$ cat src/rtl/controller_fsm_if.sv
// Control bus between the instruction sequencer and the PC / IR / datapath blocks.
// The sequencer is the master: it consumes IR and drives every strobe and address.
interface controller_fsm_if;
    logic [15:0] IR;
    logic        PC_clr;
    logic        PC_up;
    logic        IR_ld;
    logic [7:0]  D_addr;
    logic        D_wr;
    logic        RF_s;
    logic [3:0]  RF_W_addr;
    logic        RF_W_en;
    logic [3:0]  RF_Ra_addr;
    logic [3:0]  RF_Rb_addr;
    logic [2:0]  ALU_s0;
    logic [3:0]  State;

    modport master (
        input  IR,
        output PC_clr, PC_up, IR_ld, D_addr, D_wr, RF_s, RF_W_addr, RF_W_en,
               RF_Ra_addr, RF_Rb_addr, ALU_s0, State
    );

    modport slave (
        output IR,
        input  PC_clr, PC_up, IR_ld, D_addr, D_wr, RF_s, RF_W_addr, RF_W_en,
               RF_Ra_addr, RF_Rb_addr, ALU_s0, State
    );
endinterface

$ cat src/rtl/controller_fsm.sv
// Fetch/decode/execute sequencer for the 16-bit processor control unit.
// Moore FSM; execute-state outputs additionally pass through IR address fields.
module controller_fsm (
    input  logic               Clock,
    input  logic               Clear,
    controller_fsm_if.master   bus
);

    typedef enum logic [3:0] {
        S_INIT   = 4'd0,
        S_FETCH  = 4'd1,
        S_DECODE = 4'd2,
        S_NOOP   = 4'd3,
        S_LOADA  = 4'd4,
        S_LOADB  = 4'd5,
        S_STORE  = 4'd6,
        S_ADD    = 4'd7,
        S_SUB    = 4'd8,
        S_HALT   = 4'd9
    } state_t;

    state_t state_reg;
    state_t state_next;

    always_ff @(posedge Clock) begin
        if (Clear) begin
            state_reg <= S_INIT;
        end else begin
            state_reg <= state_next;
        end
    end

    always_comb begin
        state_next = state_reg;
        case (state_reg)
            S_INIT:   state_next = S_FETCH;
            S_FETCH:  state_next = S_DECODE;
            S_DECODE: begin
                // Unused opcodes 6..15 fall through to NOOP.
                case (bus.IR[15:12])
                    4'h1:    state_next = S_STORE;
                    4'h2:    state_next = S_LOADA;
                    4'h3:    state_next = S_ADD;
                    4'h4:    state_next = S_SUB;
                    4'h5:    state_next = S_HALT;
                    default: state_next = S_NOOP;
                endcase
            end
            S_LOADA:  state_next = S_LOADB;
            S_LOADB,
            S_STORE,
            S_ADD,
            S_SUB,
            S_NOOP:   state_next = S_FETCH;
            S_HALT:   state_next = S_HALT;
            default:  state_next = S_INIT;
        endcase
    end

    always_comb begin
        bus.PC_clr     = 1'b0;
        bus.PC_up      = 1'b0;
        bus.IR_ld      = 1'b0;
        bus.D_addr     = 8'h00;
        bus.D_wr       = 1'b0;
        bus.RF_s       = 1'b0;
        bus.RF_W_addr  = 4'h0;
        bus.RF_W_en    = 1'b0;
        bus.RF_Ra_addr = 4'h0;
        bus.RF_Rb_addr = 4'h0;
        bus.ALU_s0     = 3'b000;
        case (state_reg)
            S_INIT: begin
                bus.PC_clr = 1'b1;
            end
            S_FETCH: begin
                bus.IR_ld = 1'b1;
                bus.PC_up = 1'b1;
            end
            S_LOADA: begin
                bus.D_addr    = bus.IR[11:4];
                bus.RF_s      = 1'b1;
                bus.RF_W_addr = bus.IR[3:0];
            end
            S_LOADB: begin
                // Second LOAD cycle: RAM read data is now valid, commit it.
                bus.D_addr    = bus.IR[11:4];
                bus.RF_s      = 1'b1;
                bus.RF_W_addr = bus.IR[3:0];
                bus.RF_W_en   = 1'b1;
            end
            S_STORE: begin
                bus.D_addr     = bus.IR[7:0];
                bus.RF_Ra_addr = bus.IR[11:8];
                bus.D_wr       = 1'b1;
            end
            S_ADD: begin
                bus.RF_Ra_addr = bus.IR[11:8];
                bus.RF_Rb_addr = bus.IR[7:4];
                bus.RF_W_addr  = bus.IR[3:0];
                bus.RF_W_en    = 1'b1;
                bus.ALU_s0     = 3'b001;
            end
            S_SUB: begin
                bus.RF_Ra_addr = bus.IR[11:8];
                bus.RF_Rb_addr = bus.IR[7:4];
                bus.RF_W_addr  = bus.IR[3:0];
                bus.RF_W_en    = 1'b1;
                bus.ALU_s0     = 3'b010;
            end
            default: begin
            end
        endcase
    end

    assign bus.State = state_reg;

endmodule
$ cat src/flat_wrapper.sv
// flat-port wrapper written by rule: the top's interface ports become plain ports
module controller_fsm_flat 
  (Clock, Clear, bus_IR, bus_PC_clr, bus_PC_up, bus_IR_ld, bus_D_addr, bus_D_wr, bus_RF_s, bus_RF_W_addr, bus_RF_W_en, bus_RF_Ra_addr, bus_RF_Rb_addr, bus_ALU_s0, bus_State);
  controller_fsm_if bus_i ();
  input  logic Clock;
  input  logic Clear;
  input wire logic [$bits(bus_i.IR)-1:0] bus_IR;
  output wire logic [$bits(bus_i.PC_clr)-1:0] bus_PC_clr;
  output wire logic [$bits(bus_i.PC_up)-1:0] bus_PC_up;
  output wire logic [$bits(bus_i.IR_ld)-1:0] bus_IR_ld;
  output wire logic [$bits(bus_i.D_addr)-1:0] bus_D_addr;
  output wire logic [$bits(bus_i.D_wr)-1:0] bus_D_wr;
  output wire logic [$bits(bus_i.RF_s)-1:0] bus_RF_s;
  output wire logic [$bits(bus_i.RF_W_addr)-1:0] bus_RF_W_addr;
  output wire logic [$bits(bus_i.RF_W_en)-1:0] bus_RF_W_en;
  output wire logic [$bits(bus_i.RF_Ra_addr)-1:0] bus_RF_Ra_addr;
  output wire logic [$bits(bus_i.RF_Rb_addr)-1:0] bus_RF_Rb_addr;
  output wire logic [$bits(bus_i.ALU_s0)-1:0] bus_ALU_s0;
  output wire logic [$bits(bus_i.State)-1:0] bus_State;
  assign bus_i.IR = bus_IR;
  assign bus_PC_clr = bus_i.PC_clr;
  assign bus_PC_up = bus_i.PC_up;
  assign bus_IR_ld = bus_i.IR_ld;
  assign bus_D_addr = bus_i.D_addr;
  assign bus_D_wr = bus_i.D_wr;
  assign bus_RF_s = bus_i.RF_s;
  assign bus_RF_W_addr = bus_i.RF_W_addr;
  assign bus_RF_W_en = bus_i.RF_W_en;
  assign bus_RF_Ra_addr = bus_i.RF_Ra_addr;
  assign bus_RF_Rb_addr = bus_i.RF_Rb_addr;
  assign bus_ALU_s0 = bus_i.ALU_s0;
  assign bus_State = bus_i.State;
  controller_fsm u_core (.Clock(Clock), .Clear(Clear), .bus(bus_i));
endmodule
$ cat config.mk
export PLATFORM = sky130hd
export DESIGN_NAME = controller_fsm_flat
export DESIGN_NICKNAME = d
export VERILOG_FILES = /design/src/rtl/controller_fsm_if.sv /design/src/rtl/controller_fsm.sv /design/src/flat_wrapper.sv
export SDC_FILE = /design/constraint.sdc
export NUM_CORES = 1
export LEC_CHECK = 0
export BUFFER_PORTS_ARGS = -buffer_cell sky130_fd_sc_hd__buf_2
export CAP_MARGIN = 15
export CORE_ASPECT_RATIO = 0.9
export CORE_MARGIN = 4
export CORE_UTILIZATION = 39
export DETAILED_ROUTE_END_ITERATION = 16
export GPL_TIMING_DRIVEN = 0
export PLACE_DENSITY = 0.83
export RECOVER_POWER = 50
export SLEW_MARGIN = 20
export SYNTH_ARGS = -nofsm -noshare
export SYNTH_HDL_FRONTEND = slang
export SYNTH_SLANG_ARGS = --single-unit
export TNS_END_PERCENT = 1
$ cat constraint.sdc
create_clock -name Clock -period 3.3 [get_ports Clock]
set_clock_uncertainty 0.1 [all_clocks]
set_input_delay 0.33 -clock Clock [delete_from_list [all_inputs] [get_ports Clock]]
set_output_delay 0.33 -clock Clock [all_outputs]
set_load 0.005 [all_outputs]
### After elaboration in Yosys (flattened, before gate mapping)

Cells that the tools add are included.
W data, S select, Z words.

* equal/unequal tests: 14
* multiplexer cells: 12
* reductions and logical operators: 7

Operator list (number)
* $pmux W4 S5: 2
* $eq A4 B3 Y1 const B: 6
* $eq A4 B2 Y1 const B: 4
* $pmux W8 S2: 1
* $mux W4: 3
* $eq A4 B1 Y1 const B: 2
* $eq A4 B4 Y1 const B: 2
* $reduce_or A3 Y1: 2
* $reduce_or A6 Y1: 1
* $mux W1: 5
* $logic_not A4 Y1: 1
* $pmux W2 S2: 1
* $reduce_or A2 Y1: 2
* $reduce_or A4 Y1: 1

* flip-flop bits (word level): 4
* bits of input ports: 18
* logic and storage cells: 34

### Depth between registers and ports, before layout

* word-level depth: 3
* gate-level depth with buffers: 5

### Worst setup path after synthesis

Ideal clock, no wire load.

* kind: flip-flop to output port
* start: register u_core.state_reg[2] (netlist: u_core.bus.State[2])
* end: output port bus_PC_up
* arrival time: 1.124 ns
* setup slack: 1.746 ns
* cell stages (with the launch flop): 4
* buffers on the path: 2
* path through: dfxtp_1 -> buf_6 -> nor4b_1 -> buf_4

* cells in the longest elaborated chain, start to end: 2

Ends and longest elaborated chain
* start, declared: line controller_fsm.sv:22 `state_t state_reg;`
* start signal, assigned: line controller_fsm.sv:29 `state_reg <= state_next;`
* $eq A4 B1 Y1
* $mux W1
* end, declared: line flat_wrapper.sv:9 `output wire logic [$bits(bus_i.PC_up)-1:0] bus_PC_up;`

No other way between the ends.

### Final worst setup path

* start: register u_core.state_reg[3] (netlist: u_core.bus.State[3])
* end: output port bus_RF_Rb_addr[3]

* cells in the longest elaborated chain, start to end: 3
* elaborated cells between the ends (all ways): 4
* those cells by class: eq/ne (2); mux (1); reduce/logical (1)

Ends and longest elaborated chain
* $eq A4 B3 Y1 or $eq A4 B4 Y1 (tied branches): line controller_fsm.sv:72 `case (state_reg)`
* $reduce_or A2 Y1 (no source line) *
* $mux W4 *: line controller_fsm.sv:72
* end, declared: line flat_wrapper.sv:17 `output wire logic [$bits(bus_i.RF_Rb_addr)-1:0] bus_RF_Rb_addr;`

Every way passes the cells marked *; elsewhere a longest branch is shown, timed or not.

==> flow_metrics.py <==
metrics = {
    "outcome": {
        "outcome": "finished, final reports clean",
    },
    "die": {
        "chipWidth_um": 48.2,
        "core_area_um2": 1310,
        "die_y_um": 44.2,
        "die_area_um2": 2130,
        "io_pins": 51,
        "row_count": 12,
        "initial_core_util": 0.434,
    },
    "route": {
        "drc": 0,
        "dr.first_iter.drc_count": 23,
        "routed_wl_mm": 1.80,
        "vias": 694,
        "drt.antenna.violating_nets": 0,
        "wl_per_cell_um": 13.7,
        "via_per_inst": 5.26,
        "dr.pass1.iters": 4,
    },
    "yosys": {
        "ys.flop_type": "dfxtp_1",
        "async_flop_share": 0,
        "synth_area_per_cell_um2": 8.59,
        "synth_seq_cells": 4,
        "syn_inst": 66,
        "synth_area_leaders": "dfxtp_1, a22o_1, and2_1, buf_6, and3_1",
        "synth_fp_nets": 84,
        "yosysTopAreaCell": "dfxtp_1",
        "ys_types": 34,
        "synth_top_area_frac": 0.141,
        "yosysSeqAreaShare": 0.141,
        "synth_warnings": 0,
        "synth_area_um2": 567,
        "netlist_top_cells_count": "a22o_1, and2_1, and3_1, dfxtp_1",
        "synth-edff-count": 0,
    },
    "sta": {
        "tns_ps": 0,
        "relSlewSlack": 0.526,
        "hold_viol_final": 0,
        "setup_slack_ps": 889,
        "grt_setup_unrepaired": "no",
        "layout_min_cycle_time_ps": 2410,
        "setup_violations": 0,
        "finalMaxSlewViolations": 0,
        "period_share": 0.730,
        "worst_pin_slew_ps": 701,
        "fmax_ghz": 0.415,
    },
    "placement": {
        "gp_congestion": 0.819,
        "placed_cells": 129,
        "dpl.hpwl_mm": 1.47,
        "place_ws_ps": 1620,
        "numPortBuffers": 49,
    },
    "flow_run": {
        "maxCapViolCount": 0,
    },
    "global_routing": {
        "track_usage": 0.170,
        "antenna_found_initial": 0,
        "grt_pass1_vias": 596,
        "grt_max_degree": 11,
        "grt_pass1_wl_mm": 2.58,
        "grt-ovfl-total": 0,
    },
    "pwr": {
        "clkPwrFrac": 0.321,
        "switching_share": 0.330,
        "p_leak_nw": 0.485,
        "ir_worst_vdd_uv": 193,
        "comb_power_share": 0.384,
        "power.internal_uw": 131,
        "seqPwrFrac": 0.295,
        "cellPowerDensity_nw_per_um2": 241,
        "p_switching_uw": 64.4,
    },
    "critical_path": {
        "start_kind": "flip-flop",
        "cp_data_required_time_ps": 2870,
        "regToRegEndpoint": "u_core.bus.State[2]",
        "path_class": "flip-flop to primary output",
        "endpoint_kind": "primary output",
        "path_max_fanout": 10,
        "rr_worst_depth": 4,
        "setup.worst_path.start": "u_core.bus.State[3]",
        "r2r_slack_ps": 1880,
        "endpoint": "bus_RF_Rb_addr[3]",
        "arrival_ps": 1980,
        "r2r-start": "u_core.bus.State[2]",
    },
    "cts": {
        "numCtsBuffers": 3,
        "cts_tree": "built",
        "clockBufferDepth": 2,
        "cts_num_sinks": 4,
        "hold_buffers": 0,
        "post_cts_resized": 0,
        "clk_transition_reported_paths_ps": 30,
        "worstSkewPairLatency_ps": 240,
        "h-tree-depth": 1,
        "postCtsSetupRepairBufs": 0,
        "root_buffer": "clkbuf_4",
    },
    "worst_hold_path": {
        "hold_path_class": "primary input to flip-flop",
    },
    "finish": {
        "n_antenna_cell": 0,
        "largest_register_ffs": 4,
        "final_net_count": 138,
        "areaGrowthSynthToFinish_pct": 42.8,
        "drive_gt1_frac": 0.475,
        "final_cell_count_no_fill": 132,
    },
}
stage by stage:
step / total power, mW / utilization / cell area, um2 / hold slack, ps
2_1_floorplan: 0.102 / - / 567 / 299
3_3_place_gp: 0.135 / 0.635 / 830 / 455
3_5_place_dp: 0.138 / 0.635 / 830 / 450
4_1_cts: 0.202 / 0.652 / 852 / 201
5_1_grt: 0.209 / 0.620 / 810 / 206
6_report: 0.195 / 0.620 / 810 / 199
critical path: stages (launching register included):
cell      delay (ps)
dfxtp_1          320
clkbuf_1         320
nor4b_1          630
a31o_2           230
and2_1           120
clkbuf_1         110
worst min path at each step:
stage / startpoint / slack (ps) / endpoint / cells after the start
floorplan: Clear / 300 / u_core.bus.State[2] / 1
global placement: Clear / 450 / u_core.bus.State[2] / 2
detailed placement: Clear / 450 / u_core.bus.State[2] / 2
CTS: Clear / 200 / u_core.bus.State[2] / 2
global route: Clear / 210 / u_core.bus.State[0] / 2
finish: Clear / 200 / u_core.bus.State[3] / 2
layout by cell type (no fill, tap or decap), types with 2 or more instances in the layout:
cell / count
nor2_1: 2
clkbuf_1: 7
o21ai_0: 2
a21o_1: 3
and2_1: 8
dfxtp_1: 4
buf_2: 44
nand2b_1: 2
and3_1: 5
clkbuf_4: 3
buf_6: 2
a22o_1: 8
a21oi_1: 2
buf_4: 2
nor4b_1: 4
routing by layer:
metal / vias up / track usage / routed length [um] / share of wire
met5: - / 0 / 0 / 0
met4: 0 / 0.0806 / 10 / 0.0055
li1: 352 / - / - / -
met2: 19 / 0.281 / 966 / 0.54
met3: 4 / 0.0610 / 105 / 0.058
met1: 319 / 0.185 / 722 / 0.40
kinds of logic after synthesis:
group                     synth area share
xor gates and xnor gates            0.0155
other                              0.00662
buffers and inverters                0.115
DFF                                  0.141
AOI/OAI and AO/OA                    0.311
and+or+nand+nor                      0.411
area by class of cell:
class,count,area (um2)
Fill cell,127,497
Multi-Input combinational cell,54,398
Timing Repair Buffer,49,239
Sequential cell,4,80.1
Buffer,7,48.8
Clock buffer,3,22.5
Tap cell,14,17.5
Inverter,1,3.75
power groups by stage:
stage,sequential [mW],combinational (mW),clock (mW)
after floorplan,0.0595,0.0429,0
after global routing,0.0582,0.0818,0.0687
final,0.0576,0.0751,0.0627
after CTS,0.0591,0.0781,0.0648
after detailed placement,0.0599,0.0779,0
after global placement,0.0597,0.0752,0
(Power assumes the default switching activity.)
